File: src/rtl/mem_stage_pkg.sv
// Shared types for the memory-stage controller: FSM states, access size codes, default timeout.
package mem_stage_pkg;

  typedef enum logic [2:0] {
    S_IDLE  = 3'd0,
    S_ISSUE = 3'd1,
    S_WAIT  = 3'd2,
    S_DONE  = 3'd3,
    S_ERR   = 3'd4
  } stateT;

  localparam logic [1:0] SZ_BYTE = 2'b00;
  localparam logic [1:0] SZ_HALF = 2'b01;
  localparam logic [1:0] SZ_WORD = 2'b10;

  localparam int DEFAULT_TIMEOUT_CYCLES = 16;

  // Size 11 has no legal encoding, so it is treated as always misaligned.
  function automatic logic isMisaligned(input logic [1:0] size, input logic [1:0] addrLo);
    logic bad;
    case (size)
      SZ_BYTE: bad = 1'b0;
      SZ_HALF: bad = addrLo[0];
      SZ_WORD: bad = (addrLo != 2'b00);
      default: bad = 1'b1;
    endcase
    return bad;
  endfunction

endpackage

File: src/rtl/load_align.sv
// Little-endian lane select plus sign/zero extension of a RAM read word; purely combinational.
module load_align
  import mem_stage_pkg::*;
(
  input  logic [31:0] rdata,
  input  logic [1:0]  addr,
  input  logic [1:0]  size,
  input  logic        isSigned,
  output logic [31:0] data
);

  logic [7:0]  byteLane;
  logic [15:0] halfLane;

  always_comb begin
    byteLane = rdata[{addr, 3'b000} +: 8];
    halfLane = addr[1] ? rdata[31:16] : rdata[15:0];
    case (size)
      SZ_BYTE: data = {{24{isSigned & byteLane[7]}}, byteLane};
      SZ_HALF: data = {{16{isSigned & halfLane[15]}}, halfLane};
      default: data = rdata;
    endcase
  end

endmodule

File: src/rtl/mem_stage_ctrl.sv
// Load/store controller between the CPU memory stage and a RAM with a completion handshake.
// Minimum 4 cycles per access (request, issue, wait, done); the CPU is stalled until completion or timeout.
module mem_stage_ctrl
  import mem_stage_pkg::*;
#(
  parameter int TIMEOUT_CYCLES = DEFAULT_TIMEOUT_CYCLES
) (
  input  logic        clk,
  input  logic        reset,
  input  logic        cpu_req,
  input  logic        cpu_rw,
  input  logic [1:0]  cpu_size,
  input  logic        cpu_signed,
  input  logic [31:0] cpu_addr,
  input  logic [31:0] cpu_wdata,
  output logic        cpu_stall,
  output logic        cpu_done,
  output logic        cpu_err,
  output logic [31:0] cpu_rdata,
  output logic        ram_en,
  output logic        ram_mov,
  output logic        ram_rw,
  output logic [1:0]  ram_size,
  output logic [31:0] ram_addr,
  output logic [31:0] ram_wdata,
  input  logic [31:0] ram_rdata,
  input  logic        ram_moc
);

  localparam int CW = $clog2(TIMEOUT_CYCLES + 1);

  stateT          state;
  stateT          nextState;
  logic           capRw;
  logic           capSigned;
  logic [1:0]     capSize;
  logic [31:0]    capAddr;
  logic [31:0]    capWdata;
  logic [CW-1:0]  waitCnt;
  logic [31:0]    alignedData;
  logic           reqBad;
  logic           timeoutHit;

  assign reqBad     = isMisaligned(cpu_size, cpu_addr[1:0]);
  // Last permitted WAIT cycle; completion in this same cycle still wins.
  assign timeoutHit = (waitCnt == CW'(TIMEOUT_CYCLES - 1));

  always_ff @(posedge clk or posedge reset) begin
    if (reset) begin
      state <= S_IDLE;
    end else begin
      state <= nextState;
    end
  end

  always_comb begin
    nextState = state;
    unique case (state)
      S_IDLE: begin
        if (cpu_req) begin
          nextState = reqBad ? S_ERR : S_ISSUE;
        end
      end
      S_ISSUE: nextState = S_WAIT;
      S_WAIT: begin
        if (ram_moc) begin
          nextState = S_DONE;
        end else if (timeoutHit) begin
          nextState = S_ERR;
        end
      end
      S_DONE:  nextState = S_IDLE;
      S_ERR:   nextState = S_IDLE;
      default: nextState = S_IDLE;
    endcase
  end

  always_comb begin
    ram_en    = 1'b0;
    ram_mov   = 1'b0;
    cpu_done  = 1'b0;
    cpu_err   = 1'b0;
    cpu_stall = 1'b0;
    unique case (state)
      S_IDLE:  cpu_stall = cpu_req & ~reset;
      S_ISSUE: begin
        ram_en    = 1'b1;
        ram_mov   = 1'b1;
        cpu_stall = 1'b1;
      end
      S_WAIT: begin
        ram_en    = 1'b1;
        cpu_stall = 1'b1;
      end
      S_DONE:  cpu_done = 1'b1;
      S_ERR: begin
        cpu_done = 1'b1;
        cpu_err  = 1'b1;
      end
      default: cpu_stall = 1'b0;
    endcase
  end

  always_ff @(posedge clk or posedge reset) begin
    if (reset) begin
      capRw     <= 1'b0;
      capSigned <= 1'b0;
      capSize   <= 2'b00;
      capAddr   <= 32'h0;
      capWdata  <= 32'h0;
      waitCnt   <= '0;
      cpu_rdata <= 32'h0;
    end else begin
      if (state == S_IDLE && cpu_req && !reqBad) begin
        capRw     <= cpu_rw;
        capSigned <= cpu_signed;
        capSize   <= cpu_size;
        capAddr   <= cpu_addr;
        case (cpu_size)
          SZ_BYTE: capWdata <= {4{cpu_wdata[7:0]}};
          SZ_HALF: capWdata <= {2{cpu_wdata[15:0]}};
          default: capWdata <= cpu_wdata;
        endcase
      end
      if (state == S_ISSUE) begin
        waitCnt <= '0;
      end else if (state == S_WAIT) begin
        waitCnt <= waitCnt + CW'(1);
      end
      if (state == S_WAIT && ram_moc && capRw) begin
        cpu_rdata <= alignedData;
      end
    end
  end

  load_align u_load_align (
    .rdata    (ram_rdata),
    .addr     (capAddr[1:0]),
    .size     (capSize),
    .isSigned (capSigned),
    .data     (alignedData)
  );

  assign ram_rw    = capRw;
  assign ram_size  = capSize;
  assign ram_addr  = capAddr;
  assign ram_wdata = capWdata;

endmodule

File: config.mk
export PLATFORM = sky130hd
export DESIGN_NAME = mem_stage_ctrl
export DESIGN_NICKNAME = d
export VERILOG_FILES = /design/src/rtl/mem_stage_pkg.sv /design/src/rtl/load_align.sv /design/src/rtl/mem_stage_ctrl.sv
export SDC_FILE = /design/constraint.sdc
export NUM_CORES = 1
export LEC_CHECK = 0
export ABC_AREA = 1
export BUFFER_PORTS_ARGS = -buffer_cell sky130_fd_sc_hd__buf_4
export CAP_MARGIN = 30
export CORE_MARGIN = 10
export CORE_UTILIZATION = 30
export DETAILED_ROUTE_END_ITERATION = 16
export GPL_TIMING_DRIVEN = 0
export PLACE_DENSITY_LB_ADDON = 0.08
export SLEW_MARGIN = 40
export SYNTH_ARGS = -nofsm -noshare
export SYNTH_HDL_FRONTEND = slang
export SYNTH_SLANG_ARGS = --single-unit
File: constraint.sdc
create_clock -name clk -period 9.9 [get_ports clk]
set_input_delay 1.485 -clock clk [delete_from_list [all_inputs] [get_ports clk]]
set_output_delay 1.485 -clock clk [all_outputs]
set_load 0.1 [all_outputs]
Word-level counts from Yosys, hierarchy flattened
Cells that the tools add are included.

storage, ports and cells
  bits in registers = 108
  input port bits = 104
  output and inout bits = 104
  word-level logic and storage cells = 53

cells by class
  $add $sub $neg = 1
  eq/ne operators = 10
  shift operators = 1
  multiplexer cells = 16
  bitwise gates (word level) = 4
  reductions and logical operators = 13

operators by type and width
  operator             count
  $pmux 32 s2          2
  $shiftx 32x6->8      1
  $mux 16              1
  $mux 3               4
  $mux 5               2
  $pmux 3 s3           1
  $eq 3x2->1 const B   2
  $add 5x1->5 const B  1
  $eq 5x4->1 const B   1
  $eq 2x1->1 const B   2
  $logic_and 1x1->1    4
  $logic_not 2->1      2
  $mux 1               4
  $reduce_bool 2->1    2
  $reduce_or 2->1      2
  $and 1x1->1          3
  $eq 3x1->1 const B   1
  $eq 3x3->1 const B   1
  $logic_not 3->1      1
  $ne 3x3->1 const B   1
  $pmux 1 s3           1
  $eq 2x2->1 const B   1
  $ne 2x2->1 const B   1
  $pmux 1 s2           1
  other kinds (3)      3

Depth between registers and ports, before layout
Gate-level depths: netlist of run 1.

  word-level depth = 5
  gate-level depth with buffers = 10
  mapped depth without buffers = 9

By module
Synthesis of run 1 repeated with hierarchy kept, for this count alone.

unflattened totals
  cells, all modules = 723
  area, all modules = 5597.9 µm²

by module, submodules not included
  module          instances  cells each  area each (µm²)  seq. area each (µm²)
  mem_stage_ctrl  1          570         4743.3           2702.6
  load_align      1          153         854.6            0.0

Worst setup path after synthesis of run 1
Ideal clock, no wire load.

  path kind = input -> output
  start point = input port reset
  end point = output port cpu_stall
  arrival = 6.012 ns
  data required time = 8.415 ns
  path slack = 2.403 ns
  stages = 3
  buffers on the path = 0
  path through = inv_1 -> nand2_1 -> o21ai_0

between the ends
  cells in the longest elaborated chain, start to end = 3

RTL lines
  element          RTL line              source
  start, declared  mem_stage_ctrl.sv:9   input logic reset,
  $not 1->1        mem_stage_ctrl.sv:85  S_IDLE: cpu_stall = cpu_req & ~reset;
  $and 1x1->1      mem_stage_ctrl.sv:85
  $pmux 1 s2       mem_stage_ctrl.sv:84  unique case (state)
  end, declared    mem_stage_ctrl.sv:16  output logic cpu_stall,

No other way between the ends.

Final worst setup path of run 1
Same ends and word-level chain as after synthesis.

==> results of run 1 <==
## path summary, 6_finish.rpt
check,to,cells past startpoint
worst min-delay path,cpu_rdata[12],2
max in group asynchronous,ram_addr[0],3
worst min register to register,cpu_rdata[12],2
worst max register to register,cpu_rdata[8],9
worst max-delay path,cpu_stall,5
min in group asynchronous,cpu_rdata[5],2
## layer usage
layer  vias up  wire length, um  track usage
li1       2762                -            -
met1      2456             8560        0.192
met2       173             8990        0.252
met3        12             2170       0.0794
met4         0              167       0.0307
met5         -                0            0
## registers in the layout (all words and copies together), names as in the netlist
register,flops
capSigned,1
ram_wdata,32
waitCnt,5
ram_rw,1
ram_size,2
ram_addr,32
cpu_rdata,32
state,3
## layout make-up
type / count / area (um2)
Buffer: 37 / 249
Clock buffer: 10 / 239
Clock inverter: 6 / 46.3
Fill cell: 2018 / 10800
Inverter: 129 / 492
Multi-Input combinational cell: 485 / 2220
Sequential cell: 108 / 2700
Tap cell: 234 / 293
Timing Repair Buffer: 207 / 1570
## cells in the final DEF, fill, tap and decap left out, drive strengths merged
master and count:
nand2 237, buf 235, inv 131, o21ai 114, dfrtp 108, a21oi 58
nor2 53, clkbuf 19, nand3 9, a21boi 7, clkinv 3, ha 2
a22o 1, xnor2 1, and3 1, o211ai 1, o22ai 1, clkinvlp 1
## through the flow
| step | instances | setup slack (ns) | hold slack, ns | area, um2 | utilization |
|---|---|---|---|---|---|
| finish | 1216 | 5.97 | 0.485 | 7820 | 0.419 |
| floorplan | 759 | 2.40 | 0.478 | 5660 | - |
| global route | 1216 | 5.85 | 0.514 | 7820 | 0.419 |
| detailed placement | 1200 | 5.92 | 0.470 | 7530 | 0.404 |
| CTS | 1216 | 5.93 | 0.492 | 7820 | 0.419 |
| global placement | 1199 | 2.72 | 0.466 | 7500 | 0.402 |
## worst min-delay path, cell delays in order, from the launching register on
cell	delay (ns)
dfrtp_1	0.34
nand2_1	0.05
nand2_1	0.06
## logic make-up (layout without fill, tap and decap cells)
family,count (synthesis),after routing,synth area share
buffers and inverters,166,389,0.130
flip-flops,108,108,0.477
adder cells (fa/ha/maj),2,2,0.00442
XOR/XNOR,1,1,0.00155
AND/OR/NAND/NOR,300,300,0.214
AO/OA/AOI/OAI,182,182,0.173
==> metrics.md, run 1 <==
| Metric | Value |
|---|---|
| Status | `finished clean` |
| Fin. Hold Viols | `0` |
| Min Tclk post-route | `3.93 ns` |
| Most frequent cells after synthesis | `232 x nand2_1, 122 x inv_1, 108 x dfrtp_1, 66 x o21ai_0, 51 x nor2_1` |
| Fmax | `254 MHz` |
| Worst-Margin Slew | `0.594 ns` |
| RD Place Congestion | `0.808` |
| Crit path launch | `reset` |
| Tcrit/Tclk final | `0.397` |
| Top FF cell, synth | `dfrtp_1` |
| I/O Buffers | `206` |
| Post-synth EDFFs | `0` |
| I/O pin total | `208` |
| CTS tree | `done` |
| Synth Warn # | `0` |
| CP most frequent cell | `buf_4` |
| Startpoint class of the critical path | `input pin` |
| Worst path arrival time | `2.45 ns` |
| Sequential element share of the synthesized area | `0.477` |
| Largest net degree at the start of global routing | `61` |
| Pre-antenna DRT Iters | `4` |
| Initial DRC count | `252` |
| CP max stage delay | `0.31 ns` |
| Cts bufs inserted | `9` |
| Starting Density | `0.304` |
| Crit-path cells | `buf_4 -> inv_8 -> nand2_1 -> o21ai_0 -> buf_4` |
| Residual DRC count | `0` |
| H-tree depth | `3` |
| Global Route Usage Sum | `0.160` |
| Vias per cell | `4.44` |
| Critical path class | `input pin to output port` |
| Max-Cap Viols | `0` |
| Layout cells sized above 1 | `0.284` |
| Syn_nets | `865` |
| Yosys top cell by area | `dfrtp_1` |
| CP Capture Type | `output port` |
| Worst EP required | `8.42 ns` |
| Nets@finish | `1083` |
| Final wirelength | `19900 um` |
| Most instantiated library cell after synthesis | `nand2_1` |
| Die W | `157 um` |
| CTS Buffer Depth | `2` |
| CP max-delay cell | `buf_4` |
| First-pass GRT wire length | `30900 um` |
| # hold bufs at CTS | `0` |
| Diodes inserted | `0` |
| Worst-path clk slew | `0.07 ns` |
| Core ar. | `18600 um2` |
| Clock Sinks | `108` |
| Antenna violations before repair | `0` |
| Crit path max-delay family | `buffers and inverters` |
| ANT nets after route | `0` |
| Hold path start | `cpu_rdata[12]` |
| Synthesis-stage register bit count | `108` |
| Setup Buffers After CTS | `0` |
| Skew final | `0.0102 ns` |
| Unrepaired setup endpoints after global routing | `false` |
| Congestion Overflow GR | `0` |
| Post-synthesis cell area | `5660 um2` |
| Clock root buffer | `clkbuf_16` |
| Worst path bufs/invs | `3` |
| Vias in the first global route | `5526` |
| Rel. slew slack | `0.602` |
| Worst reg2reg startpoint | `ram_addr[0]` |
| Post-synth top area share | `0.477` |
| Avg WL per Cell | `16.4 um` |
| Worst hold path class | `register to register` |
| Reg2Reg Setup Slack | `8.32 ns` |
| Main area contributors after synthesis | `dfrtp_1 48%, nand2_1 15%, inv_1 8.1%` |
| Async SR Flop Fraction | `1.00` |
| Post-DP HPWL | `15600 um` |
| Syn Area/Cell | `7.46 um2` |
| Post-Synthesis Cells | `759` |
| PostCTS Resize Cnt | `0` |
| Chip height | `157 um` |
| # rows | `50` |
| Via Count | `5403` |
| Post-synth cell types | `30` |
| Syn-to-layout area delta | `38.2%` |
| Die area | `24800 um2` |
| Slew Limit Fails | `0` |
| Final setup viols | `0` |
| Worst-Skew Late Latency | `0.36 ns` |
| Critical path fanouts, max | `50` |
| Total Neg Setup Slack | `0 ns` |
Power of run 1 is not shown: default switching activity piles up to over one toggle a cycle in this logic, so the estimate is an artifact.
==> inputs of run 2 (changes only) <==
==> constraint.sdc (replaced) <==
create_clock -name clk -period 4 [get_ports clk]
set_input_delay 0.6 -clock clk [delete_from_list [all_inputs] [get_ports clk]]
set_output_delay 0.6 -clock clk [all_outputs]
set_load 0.1 [all_outputs]
==> run 2 against run 1 <==
Net effect:
- register-to-register slack got worse by 5.9 ns
- clock skew decreased by 0.00087 ns
- critical path depth increased by 2
- die area unchanged
- flip-flop and latch count unchanged
- via count increased by 0.83%
- global-route usage decreased by 0.25 points
- core utilization increased by 0.65 points
- final area increased by 1.6%
- critical path type unchanged
- critical endpoint unchanged
- largest cell class unchanged
- highest routed layer unchanged
==> metrics.md, run 2 (same netlist as run 1, synthesis figures left out) <==
| Metric | Value |
|---|---|
| CP max-delay cell | `clkinvlp_4` |
| Congestion Overflow GR | `0 (unchanged)` |
| Pre-antenna DRT Iters | `4 (unchanged)` |
| Fin. Hold Viols | `0 (unchanged)` |
| Storage cell area | `2700 um2 (unchanged)` |
| Clock root buffer | `clkbuf_16` |
| Max-Cap Viols | `0 (unchanged)` |
| Final wirelength | `19800 um (-0.35%)` |
| Worst-Skew Late Latency | `0.36 ns (about the same)` |
| Unrepaired setup endpoints after global routing | `false` |
| Final Non-Filler Cells | `1220 (+0.33%)` |
| Syn-to-layout area delta | `40.3%` |
| Multi-input gate area | `2220 um2 (unchanged)` |
| CP most frequent cell | `buf_4` |
| CTS tree | `done` |
| Fmax | `383 MHz` |
| H-tree depth | `3 (unchanged)` |
| Avg WL per Cell | `16.2 um (-0.68%)` |
| Worst hold path class | `input pin to async pin` |
| Cts bufs inserted | `9 (unchanged)` |
| Diodes inserted | `0 (unchanged)` |
| Via Count | `5448 (+0.83%)` |
| Setup Buffers After CTS | `0 (unchanged)` |
| Tcrit/Tclk final | `0.653` |
| I/O pin total | `208 (unchanged)` |
| Nets@finish | `1087 (+0.37%)` |
| Status | `finished clean` |
| Starting Density | `0.304 (unchanged)` |
| Worst-Margin Slew | `0.597 ns (+0.00250 ns)` |
| CP Capture Type | `output port` |
| Layout cells sized above 1 | `0.286 (+0.00189)` |
| CP max stage delay | `0.33 ns (+0.02 ns)` |
| Post-DP HPWL | `15700 um (+1.1%)` |
| ANT nets after route | `0 (unchanged)` |
| Vias per cell | `4.47 (+0.50%)` |
| CTS Buffer Depth | `2 (unchanged)` |
| Critical path fanouts, max | `21 (-58%)` |
| Die area | `24800 um2 (unchanged)` |
| Worst-path clk slew | `0.08 ns (about the same)` |
| Core ar. | `18600 um2 (unchanged)` |
| Chip height | `157 um (unchanged)` |
| Crit-path cells | `buf_4 -> clkinvlp_4 -> buf_12 -> buf_16 -> nand2_1 -> o21ai_1 -> buf_4` |
| Largest net degree at the start of global routing | `22 (-64%)` |
| First-pass GRT wire length | `30500 um (-1.3%)` |
| RD Place Congestion | `0.806 (-0.32%)` |
| Critical path class | `input pin to output port` |
| Startpoint class of the critical path | `input pin` |
| Min Tclk post-route | `2.61 ns` |
| Fill cells | `1984 (-1.7%)` |
| Clock Sinks | `108 (unchanged)` |
| Die W | `157 um (unchanged)` |
| I/O Buffers | `206 (unchanged)` |
| Skew final | `0.00932 ns (-0.000873 ns)` |
| Dpl cells | `1204 (+0.33%)` |
| Worst EP required | `3.40 ns (-5.02 ns)` |
| Most frequent cells in the layout | `232 x nand2_1, 207 x buf_4, 121 x inv_1, 108 x dfrtp_1, 65 x o21ai_0` |
| Final core utilization | `0.426 (+0.00651)` |
| Antenna violations before repair | `0 (unchanged)` |
| PostCTS Resize Cnt | `0 (unchanged)` |
| Slew Limit Fails | `0 (unchanged)` |
| Vias in the first global route | `5460 (-1.2%)` |
| Global Route Usage Sum | `0.157 (-0.00254)` |
| Most common cell after layout, fill and taps aside | `nand2_1` |
| Rel. slew slack | `0.601 (-0.00167)` |
| Initial DRC count | `263 (+4.4%)` |
| Worst path arrival time | `2.01 ns (-0.44 ns)` |
| Final setup viols | `0 (unchanged)` |
| Residual DRC count | `0 (unchanged)` |
| Hold_ws | `0.263 ns (-0.222 ns)` |
| # rows | `50 (unchanged)` |
| # hold bufs at CTS | `0 (unchanged)` |
run 2: cell types whose count changed in the layout (fill, tap and decap cells not counted), sizes merged:
cell / previous run / this run
buf: 235 / 239
clkinv: 3 / 2
bufinv: 0 / 1
run 2: stage by stage:
stage	cell area [um2]	setup slack, ns	setup TNS, ns
finish	7940	1.39	0
global route	7940	1.24	0
CTS	7940	1.35	0
detailed placement	7630	1.36	0
global placement	7500	-0.236	-0.236
floorplan	5660	0.161	0
run 2: layer usage:
layer  GRT usage  vias up  share of wire
met4      0.0476        0          0.014
li1            -     2781              -
met2       0.251      163           0.46
met5           0        -              0
met3      0.0554       16          0.091
met1       0.195     2488           0.43
run 2: cell type report:
| cell class | count | share of cell area |
|---|---|---|
| inverters | 129 | 0.0614 |
| repair buffers | 211 | 0.211 |
| flip-flops and latches | 108 | 0.340 |
| multi-input cells | 485 | 0.280 |
| plain buffers | 37 | 0.0314 |
| clock buffers | 10 | 0.0288 |
| clock inverters | 6 | 0.00993 |
| well taps | 234 | 0.0369 |
run 2: path summary, 6_finish.rpt:
| check | start | to | slack [ns] | depth (start not counted) |
|---|---|---|---|---|
| setup / recovery | reset | cpu_stall | 1.39 | 7 |
| hold / removal | reset | ram_wdata[2] | 0.26 | 2 |
| setup reg to reg | state[0] | cpu_rdata[20] | 2.40 | 7 |
| hold reg to reg | cpu_rdata[9] | cpu_rdata[9] | 0.49 | 2 |
| max in group asynchronous | reset | ram_addr[27] | 2.90 | 5 |
| min in group clk | cpu_addr[4] | ram_addr[4] | 0.48 | 3 |
run 2: critical path: cells and delay by family:
family	cells	cell delay, ns
buf+inv	5	1.19
compound gates	1	0.14
simple gates	1	0.07
Power of run 2 is left out for the same reason.
